## config.mk

```make
export PLATFORM = sky130hd
export DESIGN_NAME = block_unperm_stream
export DESIGN_NICKNAME = d
export VERILOG_FILES = /design/src/rtl/csa_pkg.sv /design/src/rtl/block_perm_inv.sv /design/src/rtl/block_unperm_stream.sv
export SDC_FILE = /design/constraint.sdc
export NUM_CORES = 1
export LEC_CHECK = 0
export ABC_CLOCK_PERIOD_IN_PS = 4700
export BUFFER_PORTS_ARGS = -buffer_cell sky130_fd_sc_hd__buf_2
export CAP_MARGIN = 20
export CORE_MARGIN = 1
export CORE_UTILIZATION = 58
export DETAILED_ROUTE_END_ITERATION = 6
export GPL_TIMING_DRIVEN = 0
export PLACE_DENSITY = 0.83
export SETUP_SLACK_MARGIN = 0.15
export SKIP_CTS_REPAIR_TIMING = 1
export SLEW_MARGIN = 20
export SYNTH_ARGS = -nofsm -noshare
export SYNTH_HDL_FRONTEND = slang
export SYNTH_HIERARCHICAL = 1
export SYNTH_SLANG_ARGS = --single-unit
```

## constraint.sdc

```tcl
create_clock -name clk -period 4.7 [get_ports clk]
set_input_delay 0.47 -clock clk [delete_from_list [all_inputs] [get_ports clk]]
set_output_delay 0.47 -clock clk [all_outputs]
set_load 0.02 [all_outputs]
```

## src/rtl/csa_pkg.sv

```systemverilog
// Shared definitions for the CSA block byte permutation stream.
// Provides the default block size, the per-direction bit-source tables
// (entry i names the input bit that lands on output bit i) and the
// payload type held in the output FIFO.
package csa_pkg;

    localparam int unsigned BLOCK_BYTES_DEF = 8;
    localparam int unsigned BYTE_W          = 8;
    localparam int unsigned BIT_IDX_W       = 3;

    typedef logic [BYTE_W-1:0][BIT_IDX_W-1:0] bit_map_t;

    // Inverse permutation: out[i] = in[INV_SRC[i]]
    localparam bit_map_t INV_SRC = {
        3'd3, 3'd0, 3'd6, 3'd2, 3'd4, 3'd5, 3'd7, 3'd1
    };

    // Forward permutation: out[i] = in[FWD_SRC[i]]
    localparam bit_map_t FWD_SRC = {
        3'd1, 3'd5, 3'd2, 3'd3, 3'd7, 3'd4, 3'd0, 3'd6
    };

    typedef struct packed {
        logic [BYTE_W-1:0] data;
        logic              last;
    } fifo_entry_t;

endpackage : csa_pkg

```

## src/rtl/block_perm_inv.sv

```systemverilog
// Combinational byte bit-permutation.
// Ports: din (8b in), dout (8b out), dir_fwd (only with
// BLOCK_UNPERM_DIR_SEL_EN: 1 selects the forward table, 0 the inverse).
// Without BLOCK_UNPERM_DIR_SEL_EN the inverse table is always applied.
module block_perm_inv
    import csa_pkg::*;
(
    input  logic [BYTE_W-1:0] din,
`ifdef BLOCK_UNPERM_DIR_SEL_EN
    input  logic              dir_fwd,
`endif
    output logic [BYTE_W-1:0] dout
);

    // Table-driven bit gather
    always_comb begin
        dout = '0;
        for (int i = 0; i < int'(BYTE_W); i++) begin
`ifdef BLOCK_UNPERM_DIR_SEL_EN
            dout[i] = dir_fwd ? din[FWD_SRC[i]] : din[INV_SRC[i]];
`else
            dout[i] = din[INV_SRC[i]];
`endif
        end
    end

endmodule : block_perm_inv

```

## src/rtl/block_unperm_stream.sv

```systemverilog
// Byte stream inverse-permutation with block alignment tracking.
// Each accepted byte is bit-permuted, tagged with an end-of-block flag
// from a running byte index, and queued in a 2-entry output FIFO.
// Ports:
//   clk, rst_n                      clock, async active-low reset
//   in_valid/in_ready/in_data/in_sob input handshake, byte, start-of-block
//   out_valid/out_ready/out_data/out_last output handshake, byte, end-of-block
//   err_sync                         sticky misaligned start-of-block flag
//   dir_fwd                          direction select, only with
//                                    BLOCK_UNPERM_DIR_SEL_EN defined
module block_unperm_stream
    import csa_pkg::*;
#(
    parameter int unsigned BLOCK_BYTES = BLOCK_BYTES_DEF
) (
    input  logic              clk,
    input  logic              rst_n,
    input  logic              in_valid,
    input  logic [BYTE_W-1:0] in_data,
    input  logic              in_sob,
    output logic              in_ready,
    output logic              out_valid,
    output logic [BYTE_W-1:0] out_data,
    output logic              out_last,
    input  logic              out_ready,
`ifdef BLOCK_UNPERM_DIR_SEL_EN
    input  logic              dir_fwd,
`endif
    output logic              err_sync
);

    localparam int unsigned IDX_W = (BLOCK_BYTES > 1) ? $clog2(BLOCK_BYTES) : 1;
    localparam logic [IDX_W-1:0] LAST_IDX = IDX_W'(BLOCK_BYTES - 1);

    logic [BYTE_W-1:0] perm_out;

    // head holds the byte on the output, tail the one queued behind it
    fifo_entry_t      head_q, head_d;
    fifo_entry_t      tail_q, tail_d;
    logic [1:0]       cnt_q, cnt_d;
    logic             out_valid_q, out_valid_d;
    logic             in_ready_q, in_ready_d;
    logic [IDX_W-1:0] idx_q, idx_d;
    logic             err_q, err_d;

    logic             accept;
    logic             pop;
    logic [IDX_W-1:0] eff_idx;
    fifo_entry_t      new_e;

    block_perm_inv u_perm (
        .din     (in_data),
`ifdef BLOCK_UNPERM_DIR_SEL_EN
        .dir_fwd (dir_fwd),
`endif
        .dout    (perm_out)
    );

    // Next-state: alignment tracking and FIFO update
    always_comb begin
        head_d      = head_q;
        tail_d      = tail_q;
        cnt_d       = cnt_q;
        idx_d       = idx_q;
        err_d       = err_q;

        accept      = in_valid & in_ready_q;
        pop         = out_valid_q & out_ready;

        // A start-of-block marker realigns this byte to index 0
        eff_idx     = in_sob ? '0 : idx_q;
        new_e.data  = perm_out;
        new_e.last  = (eff_idx == LAST_IDX);

        if (accept) begin
            idx_d = new_e.last ? '0 : eff_idx + IDX_W'(1);
            if (in_sob && (idx_q != '0)) begin
                err_d = 1'b1;
            end
        end

        case (cnt_q)
            2'd0: begin
                if (accept) begin
                    head_d = new_e;
                    cnt_d  = 2'd1;
                end
            end
            2'd1: begin
                if (accept && pop) begin
                    head_d = new_e;
                end else if (accept) begin
                    tail_d = new_e;
                    cnt_d  = 2'd2;
                end else if (pop) begin
                    cnt_d  = 2'd0;
                end
            end
            2'd2: begin
                // Full: in_ready is low so only a pop can occur
                if (pop) begin
                    head_d = tail_q;
                    cnt_d  = 2'd1;
                end
            end
            default: begin
                cnt_d = 2'd0;
            end
        endcase

        out_valid_d = (cnt_d != 2'd0);
        in_ready_d  = (cnt_d != 2'd2);
    end

    // State registers
    always_ff @(posedge clk or negedge rst_n) begin
        if (!rst_n) begin
            head_q      <= '0;
            tail_q      <= '0;
            cnt_q       <= 2'd0;
            out_valid_q <= 1'b0;
            in_ready_q  <= 1'b0;
            idx_q       <= '0;
            err_q       <= 1'b0;
        end else begin
            head_q      <= head_d;
            tail_q      <= tail_d;
            cnt_q       <= cnt_d;
            out_valid_q <= out_valid_d;
            in_ready_q  <= in_ready_d;
            idx_q       <= idx_d;
            err_q       <= err_d;
        end
    end

    assign in_ready  = in_ready_q;
    assign out_valid = out_valid_q;
    assign out_data  = head_q.data;
    assign out_last  = head_q.last;
    assign err_sync  = err_q;

endmodule : block_unperm_stream

```

Word level (Yosys, flattened, before mapping)
Index checks and enable logic that the tools add are counted.
{"block": "totals", "regBits": 26, "input_bits": 13, "out_inout_bits": 12}
{"block": "classes", "n_addsub": 1, "eq_ne": 7, "mux": 12, "bitwise": 3, "reduce_logical": 9}
{"op": "9-bit 2-to-1 mux", "count": 3}
{"op": "9-bit case mux with 3 select lines", "count": 1}
{"op": "2-bit 2-to-1 mux", "count": 5}
{"op": "2-bit inequality test, second input constant", "count": 4}
{"op": "3-bit 2-to-1 mux", "count": 2}
{"op": "2-bit case mux with 3 select lines", "count": 1}
{"op": "3-bit nonzero test", "count": 2}
{"op": "4-bit AND reduction", "count": 1}
{"op": "3-bit by 1-bit adder with 3-bit output, second input constant", "count": 1}
{"op": "3-bit equality test, second input constant", "count": 1}
{"op": "3-bit AND reduction", "count": 1}
{"op": "1-bit AND", "count": 2}
{"op": "2-bit by 1-bit equality test with 1-bit output, second input constant", "count": 1}
{"op": "2-bit equality test, second input constant", "count": 1}
{"op": "1-bit logical AND", "count": 2}
{"op": "2-bit logical NOT", "count": 1}
{"op": "2-bit AND reduction", "count": 1}
{"op": "2-bit nonzero test", "count": 1}
{"op": "1-bit NOT", "count": 1}

Logic depth before layout (Yosys ltp)
Gate-level depths: netlist of run 1.
{"block": "logic_depth", "depth_word": 6, "mapped_depth": 5, "depth_no_buf": 5}

Hierarchy
Netlist of run 1, hierarchy kept.
{"mod": "block_unperm_stream", "instances": 1, "cells_per_inst": 82, "area_each_um2": 1243.7}
{"mod": "block_perm_inv", "instances": 1, "cells_per_inst": 8, "area_each_um2": 60.1}

Worst setup path after synthesis of run 1
Ideal clock, no wire load.
{"block": "synth_path", "path_kind": "input to register", "start": "in in_sob", "end": "reg head_q, in the netlist out_last", "t_arrival_ns": 1.377, "required_time_ns": 4.575, "slack_ns": 3.198, "cell_stages": 5, "n_path_buf": 0, "cell_sequence": "nor2b_1 -> ha_1 -> ha_1 -> mux2_2 -> mux2_4"}
{"item": "start: declaration", "line_no": "block_unperm_stream.sv:20", "text": "input logic in_sob,"}
{"item": "end signal: assignment", "line_no": "block_unperm_stream.sv:118", "text": "head_q <= '0;"}
{"item": "end signal: assignment", "line_no": "block_unperm_stream.sv:126", "text": "head_q <= head_d;"}
{"item": "end: declaration", "line_no": "block_unperm_stream.sv:38", "text": "fifo_entry_t head_q, head_d;"}

Worst setup path after layout of run 1
{"block": "layout_path", "start": "reg cnt_q[0]", "end": "reg head_q, in the netlist out_data[6]"}
{"block": "layout_between", "elab_chain_cells": 3}
{"item": "start: declaration", "line_no": "block_unperm_stream.sv:40", "text": "logic [1:0] cnt_q, cnt_d;"}
{"item": "start signal: assignment", "line_no": "block_unperm_stream.sv:128", "text": "cnt_q <= cnt_d;"}
{"item": "2-bit by 1-bit equality test with 1-bit output (tied with other cells)", "line_no": "block_unperm_stream.sv:82", "text": "case (cnt_q)"}
{"item": "2-bit inequality test (no line) / 3-bit nonzero test (equally long branches)"}
{"item": "4-bit AND reduction (no line)"}
Parallel ways exist; a longest one is shown, timed or not.
A chain may end at the register's enable or synchronous reset.

==> results of run 1 <==
## synth_stat cells
| library cell | instances | share of area |
|---|---|---|
| o21ai_0 | 2 | 0.0077 |
| nor2b_2 | 1 | 0.0067 |
| buf_6 | 1 | 0.0086 |
| mux2_1 | 7 | 0.060 |
| mux2_4 | 9 | 0.10 |
| and3b_1 | 1 | 0.0067 |
| or3_1 | 1 | 0.0048 |
| o22ai_1 | 1 | 0.0048 |
| o21a_1 | 1 | 0.0058 |
| a21bo_4 | 1 | 0.012 |
| a21o_1 | 1 | 0.0058 |
| nor2_1 | 1 | 0.0029 |
| nand2b_1 | 1 | 0.0048 |
| mux2_2 | 14 | 0.12 |
| nand3_4 | 1 | 0.013 |
| buf_4 | 9 | 0.052 |
| a41o_1 | 1 | 0.0077 |
| nand2_1 | 4 | 0.012 |
| and2_2 | 1 | 0.0058 |
| nor2b_1 | 3 | 0.014 |
| dfrtp_1 | 26 | 0.50 |
| ha_1 | 2 | 0.019 |
| o2bb2ai_4 | 1 | 0.021 |
## flip-flops by register name, indices dropped and copies added (netlist names)
name       count
cnt_q          2
err_sync       1
idx_q          3
in_ready       1
out_data       8
out_last       1
out_valid      1
tail_q         9
## worst register-to-register path: cells and delay by family, from the launching register on
kind | cells | cell delay, ns
AOI/OAI and AO/OA | 1 | 0.40
DFF | 1 | 0.49
muxes | 1 | 0.35
and+or+nand+nor | 1 | 0.26
## cell families (layout without fill, tap and decap cells)
family | after synthesis | after routing | synth area share
DFF | 26 | 26 | 0.499
adders and majority gates | 2 | 2 | 0.0192
and+or+nand+nor | 14 | 14 | 0.0710
muxes | 30 | 30 | 0.285
AOI/OAI and AO/OA | 8 | 8 | 0.0653
buffers and inverters | 10 | 30 | 0.0605
## per-layer routing
| layer | GRT usage | share of wire |
|---|---|---|
| met1 | 0.226 | 0.45 |
| met2 | 0.336 | 0.51 |
| met3 | 0.0623 | 0.030 |
| met4 | 0.0762 | 0.0097 |
| met5 | 0 | 0 |
## area by class of cell
type	count	area, µm²
tap	27	33.8
buffer	10	78.8
sequential	26	651
clock buffer	4	36.3
fill	158	588
multi-input combinational	54	574
timing repair buffer	16	80.1
## through the flow
stage                      util  power (µW)  instance area [µm²]  instances  hold slack (ns)
after global placement    0.694         802                 1420        133            0.446
final                     0.712         921                 1450        137            0.126
after floorplan               -         717                 1300         90            0.174
after CTS                 0.712         933                 1450        137            0.142
after global routing      0.712         981                 1450        137            0.148
after detailed placement  0.694         822                 1420        133            0.458
## where the power goes
group	total, µW	internal [µW]	switching, µW
clock	110	47.3	63.1
sequential	384	323	61.4
combinational	427	234	193
total	921	603	318
## final timing paths
path                                    end  slack (ns)  startpoint  cells past startpoint
worst max-delay path            out_data[6]        3.11    cnt_q[0]                      3
worst min-delay path            out_data[6]        0.13       rst_n                      1
worst max register to register  out_data[6]        3.11    cnt_q[0]                      3
worst min register to register     err_sync        0.48    err_sync                      1
max in group asynchronous          cnt_q[1]        4.20       rst_n                      1
min in group clk                  tail_q[7]        0.38  in_data[0]                      2
==> flow_summary.ini, run 1 <==
[cts]
clock-sinks = 26
cts_root_buf = clkbuf_4
cts_made_buffers = 3
clk-insertion-delay-late_ns = 0.31
cts_tree = yes
cts.reportedPaths.clkPinSlew_ns = 0.13
h-tree-depth = 1
cts.path.max_buffers = 2

[placement]
dp_hpwl_um = 1460
port_buffers = 16
dp_worst_setup_slack_ns = 3.00
gp_congestion = 0.791

[floorplan]
io-pin-count = 25
core_area_um2 = 2040
rows = 16
start_util = 0.638
die_w_um = 49.4
dieHeight_um = 49.4
dieArea_um2 = 2440

[timing]
fmax_mhz = 629
worst-slew-pin-transition_ns = 0.566
maxSlewViolCount = 0
setup_slack_ns = 3.11
hold_viol = 0
relSlewSlack = 0.623
rsz0062_at_grt = no
fin_tns_setup_ns = 0
period_share = 0.339
fin_skew_ns = 0.00292
setup_viol = 0
fin_crit_ns = 1.59

[global_route]
antenna_found_initial = 0
grt_max_degree = 27
grt_pass1_wl_um = 3510
grt_pass1_vias = 780
grt_usage = 0.196
grt-ovfl-total = 0

[cells_and_area]
final_common_cell = dfrtp_1
antenna_cells = 0
syn_to_final_growth_pct = 11.5
final_cell_mix = dfrtp_1 (26), buf_2 (16), mux2_2 (14)
nNetsFinal = 126
drive_gt1_frac = 0.527

[worst_setup_path]
path_cells = nand2b_1, o2bb2ai_4, mux2_4
required_ns = 4.92
cpLargestDelayFamily = flip-flops
crit_buf_inv = 0
worstPathArrival_ns = 1.81
cp-start-kind = flip-flop
cp-end-kind = flip-flop
crit_fanout = 9
cpPeakStageDelay_ns = 0.49
slowest_stage = dfrtp_1
crit_type = reg2reg

[route]
firstDrtPassIters = 1
routed_wl_um = 1960
drc = 0
vias = 752
drt_iter0_markers = 0
viasPerCell = 5.49
route.antenna.remaining_nets = 0
wl_per_cell_um = 14.3

[status]
outcome = finished clean

[power]
peakVddDrop_mv = 0.363
leakage_uw = 0.000689
power_density_nw_per_um2 = 634

[synth]
synth_warnings = 6
syn_avg_cell_area_um2 = 14.5
synth_seq_cells = 26
yosys.cell_types.count = 23
syn_area_um2 = 1300
synthesis.nets = 105
yosysSeqAreaShare = 0.499
netlist_instances = 90

[worst_hold_path]
hold_path_class = in2async

[flow_run]
maxCapViolCount = 0
Note: power is estimated with default switching activity, not from simulation.
==> run 2: changes to the inputs <==
--- a/config.mk
+++ b/config.mk
@@ -5,14 +5,14 @@
 export SDC_FILE = /design/constraint.sdc
 export NUM_CORES = 1
 export LEC_CHECK = 0
-export ABC_CLOCK_PERIOD_IN_PS = 4700
+export ABC_CLOCK_PERIOD_IN_PS = 1500
 export BUFFER_PORTS_ARGS = -buffer_cell sky130_fd_sc_hd__buf_2
 export CAP_MARGIN = 20
 export CORE_MARGIN = 1
-export CORE_UTILIZATION = 58
+export CORE_UTILIZATION = 53
 export DETAILED_ROUTE_END_ITERATION = 6
 export GPL_TIMING_DRIVEN = 0
-export PLACE_DENSITY = 0.83
+export PLACE_DENSITY = 0.77
 export SETUP_SLACK_MARGIN = 0.15
 export SKIP_CTS_REPAIR_TIMING = 1
 export SLEW_MARGIN = 20
==> constraint.sdc (replaced) <==
create_clock -name clk -period 1.5 [get_ports clk]
set_input_delay 0.15 -clock clk [delete_from_list [all_inputs] [get_ports clk]]
set_output_delay 0.15 -clock clk [all_outputs]
set_load 0.02 [all_outputs]
==> flow_summary.ini, run 2 (same netlist as run 1, synthesis figures left out) <==
[cts]
clk-insertion-delay-late_ns = 0.31
cts_tree = yes
clock-sinks = 26
h-tree-depth = 1
cts.reportedPaths.clkPinSlew_ns = 0.14
cts.path.max_buffers = 2
cts_made_buffers = 3
cts_root_buf = clkbuf_4

[status]
outcome = finished with violations
violations = setup timing

[worst_setup_path]
required_ns = 1.72
r2r_slack_ns = -0.02
worstPathArrival_ns = 1.74
cpMostUsedCell = ha_4
crit_buf_inv = 0
cpPeakStageDelay_ns = 0.41
cp-start-kind = flip-flop
path_cells = nor2b_1, ha_4, ha_4, mux2_2, mux2_4
crit_fanout = 3
cpLargestDelayFamily = multiplexers
cp-end-kind = flip-flop
slowest_stage = dfrtp_1
crit_type = reg2reg

[global_route]
grt_usage = 0.173
grt-ovfl-total = 0
antenna_found_initial = 0
grt_max_degree = 27
grt_pass1_wl_um = 3390
grt_pass1_vias = 754

[floorplan]
dieHeight_um = 51.6
die_w_um = 51.6
core_area_um2 = 2250
dieArea_um2 = 2660
io-pin-count = 25
rows = 17
start_util = 0.578

[route]
viasPerCell = 5.55
vias = 805
wl_per_cell_um = 16.4
drc = 0
drt_iter0_markers = 6
route.antenna.remaining_nets = 0
routed_wl_um = 2380
firstDrtPassIters = 4

[cells_and_area]
antenna_cells = 0
syn_to_final_growth_pct = 24.1
regMostFlops = tail_q
largest_reg_flops = 9
final_cell_mix = dfrtp_1 (23), mux2_4 (17), buf_2 (16)
final_common_cell = dfrtp_1
drive_gt1_frac = 0.632
fillers = 163
nNetsFinal = 133
fin_area_um2 = 1620

[timing]
relSlewSlack = 0.619
setup_slack_ns = -0.0188
period_share = 1.01
fmax_mhz = 658
fin_crit_ns = 1.52
worst-slew-pin-transition_ns = 0.572
maxSlewViolCount = 0
fin_skew_ns = 0.00354
hold_viol = 0
setup_viol = 9
rsz0062_at_grt = yes

[flow_run]
maxCapViolCount = 0

[worst_hold_path]
hold_path_class = in2reg

[power]
power_density_nw_per_um2 = 2020
leakage_uw = 0.000766
power.total_uw = 3270
peakVddDrop_mv = 1.35

[placement]
port_buffers = 16
place_area_um2 = 1450
gp_congestion = 0.711
-- run 2: changes by cell type in the layout (fill, tap and decap cells not counted), sizes merged --
| cell | previous run | this run |
|---|---|---|
| dlygate4sd3 | 0 | 1 |
| buf | 26 | 31 |
| nand3 | 1 | 2 |
-- run 2: path summary, 6_finish.rpt --
kind,start,end,cells after the start
max in group asynchronous,rst_n,cnt_q[1],2
worst max-delay path,idx_q[1],out_last,5
worst min register to register,err_sync,err_sync,1
min in group asynchronous,rst_n,idx_q[2],2
worst min-delay path,in_data[0],tail_q[7],2
worst max register to register,idx_q[1],out_last,5
-- run 2: per-stage QoR --
stage	cells	hold slack (ns)	util	setup TNS, ns	setup WS [ns]
after global routing	145	0.0432	0.718	-0.308	-0.0394
after detailed placement	134	0.177	0.644	-0.282	-0.0348
after global placement	134	0.174	0.644	-0.155	-0.0202
after floorplan	90	-0.146	-	0	0.0652
final	145	0.0622	0.718	-0.0568	-0.0188
after CTS	138	-0.182	0.660	-0.428	-0.0553
-- run 2: routing by layer --
metal  vias to the layer above  track usage  share of wire
li1                        367            -              -
met1                       420        0.223           0.46
met2                        16        0.290           0.50
met3                         2       0.0351          0.029
met4                         0       0.0541         0.0055
met5                         -            0              0
-- run 2: power by group --
group | switching [µW] | internal (µW)
sequential | 207 | 1020
combinational | 731 | 967
clock | 201 | 148
total | 1140 | 2130
-- run 2: area by class of cell --
class / instances / area, µm² / share of cell area
Tap cell: 28 / 35.0 / 0.0217
Timing Repair Buffer: 22 / 140 / 0.0866
Buffer: 10 / 82.6 / 0.0510
Sequential cell: 26 / 654 / 0.404
Multi-Input combinational cell: 55 / 669 / 0.414
Clock buffer: 4 / 36.3 / 0.0224
-- run 2: worst reg2reg max path: stages (launching register included) --
cell and delay [ns]:
dfrtp_1 0.41, nor2b_1 0.16, ha_4 0.17, ha_4 0.15, mux2_2 0.27, mux2_4 0.26
==> run 3: changes to the inputs <==
--- a/config.mk
+++ b/config.mk
@@ -9,10 +9,10 @@
 export BUFFER_PORTS_ARGS = -buffer_cell sky130_fd_sc_hd__buf_2
 export CAP_MARGIN = 20
 export CORE_MARGIN = 1
-export CORE_UTILIZATION = 53
+export CORE_UTILIZATION = 48
 export DETAILED_ROUTE_END_ITERATION = 6
 export GPL_TIMING_DRIVEN = 0
-export PLACE_DENSITY = 0.77
+export PLACE_DENSITY = 0.71
 export SETUP_SLACK_MARGIN = 0.15
 export SKIP_CTS_REPAIR_TIMING = 1
 export SLEW_MARGIN = 20
==> flow_summary.ini, run 3 (same netlist as run 1, synthesis figures left out) <==
[cts]
cts.path.max_buffers = 2
cts_tree = yes
clk-insertion-delay-late_ns = 0.32
cts.reportedPaths.clkPinSlew_ns = 0.14
h-tree-depth = 1
cts_made_buffers = 3
clock-sinks = 26
cts_root_buf = clkbuf_4

[timing]
fmax_mhz = 671
relSlewSlack = 0.619
hold_viol = 0
rsz0062_at_grt = yes
setup_viol = 0
worst-slew-pin-transition_ns = 0.571
maxSlewViolCount = 0
fin_crit_ns = 1.49
fin_skew_ns = 0.00223
setup_slack_ns = 0.0105
period_share = 0.993
fin_tns_setup_ns = 0

[power]
peakVddDrop_mv = 1.32
clkPwrFrac = 0.147
comb_power_share = 0.482
p_int_uw = 2180
power_density_nw_per_um2 = 2030
leakage_uw = 0.000741
p_sw_frac = 0.330
seqPwrFrac = 0.371
p_sw_uw = 1070

[worst_setup_path]
setup.worst_path.end = out_data[7]
cp-end-kind = flip-flop
r2r_slack_ns = 0.01
rr_startpoint = cnt_q[1]
ff2ff_path_depth = 5
crit_type = reg2reg
required_ns = 1.72
r2r_end = out_data[7]
worstPathArrival_ns = 1.71
cp-startpoint = cnt_q[1]
cp-start-kind = flip-flop
crit_fanout = 9

[worst_hold_path]
hold_path_class = in2reg

[route]
wl_per_cell_um = 14.7
route.antenna.remaining_nets = 0
firstDrtPassIters = 3
drc = 0
routed_wl_um = 2150
drt_iter0_markers = 5
vias = 757
viasPerCell = 5.18

[cells_and_area]
fin_util = 0.634
layout.cells.non_filler = 146
nNetsFinal = 132
largest_reg_flops = 9
final_cell_mix = dfrtp_1 (23), buf_2 (16), mux2_2 (12)
regMostFlops = tail_q
syn_to_final_growth_pct = 22.6
antenna_cells = 0
drive_gt1_frac = 0.612
final_common_cell = dfrtp_1

[global_route]
grt_max_degree = 27
grt_pass1_wl_um = 3230
grt-ovfl-total = 0
grt_pass1_vias = 696
grt_usage = 0.162
antenna_found_initial = 0

[floorplan]
dieArea_um2 = 2930
start_util = 0.517
dieHeight_um = 54.1
die_w_um = 54.1
io-pin-count = 25
rows = 18
core_area_um2 = 2520

[flow_run]
maxCapViolCount = 0

[placement]
place_inst = 136
gp_congestion = 0.727
dp_hpwl_um = 1450
port_buffers = 16
dp_worst_setup_slack_ns = -0.0622

[status]
outcome = finished clean
-- run 3: cell types whose count changed in the layout (fill, tap and decap cells not counted) --
cell | before | now
bufinv_16 | 0 | 1
clkbuf_8 | 1 | 0
mux2_4 | 17 | 11
mux2_2 | 8 | 12
nand3_2 | 0 | 1
buf_4 | 12 | 11
mux2_1 | 5 | 7
nand3_4 | 2 | 1
-- run 3: metal layers --
layer / global-route usage / vias up / part of all wire
li1: - / 364 / -
met1: 0.218 / 379 / 0.45
met2: 0.253 / 12 / 0.52
met3: 0.0254 / 2 / 0.027
met4: 0.0769 / 0 / 0.0061
met5: 0 / - / 0
-- run 3: area by class of cell --
| class | instances | area (µm²) |
|---|---|---|
| tap | 30 | 37.5 |
| buffer | 10 | 82.6 |
| timing repair buffer | 21 | 133 |
| clock inverter | 1 | 30.0 |
| clock buffer | 3 | 22.5 |
| sequential | 26 | 654 |
| fill | 200 | 923 |
| multi-input combinational | 55 | 639 |
-- run 3: power groups by stage --
stage / Combinational, µW / Sequential, µW / Clock (µW)
global placement: 1360 / 1220 / 0
floorplan: 936 / 1370 / 0
finish: 1570 / 1210 / 479
detailed placement: 1390 / 1240 / 0
CTS: 1390 / 1220 / 493
global route: 1690 / 1250 / 519
-- run 3: per-stage QoR --
| stage | total power (µW) | hold slack, ns | area (µm²) |
|---|---|---|---|
| 2_1_floorplan | 2310 | -0.146 | 1340 |
| 3_3_place_gp | 2580 | 0.175 | 1450 |
| 3_5_place_dp | 2630 | 0.183 | 1450 |
| 4_1_cts | 3110 | -0.187 | 1510 |
| 5_1_grt | 3460 | 0.0415 | 1600 |
| 6_report | 3250 | 0.0577 | 1600 |
-- run 3: worst min path at each step --
| stage | start | end | slack, ns | cells past startpoint |
|---|---|---|---|---|
| after floorplan | rst_n | cnt_q[0] | -0.15 | 0 |
| after global placement | rst_n | out_data[1] | 0.17 | 1 |
| final | in_data[7] | tail_q[2] | 0.06 | 2 |
| after CTS | rst_n | out_data[1] | -0.19 | 1 |
| after detailed placement | rst_n | out_data[1] | 0.18 | 1 |
| after global routing | in_data[6] | tail_q[6] | 0.04 | 2 |
-- run 3: worst max-delay path, cell delays in order, from the launching register on --
cell and delay, ns:
dfrtp_2 0.45, and3b_1 0.23, buf_6 0.13, o2bb2ai_4 0.13
buf_12 0.16, mux2_4 0.30
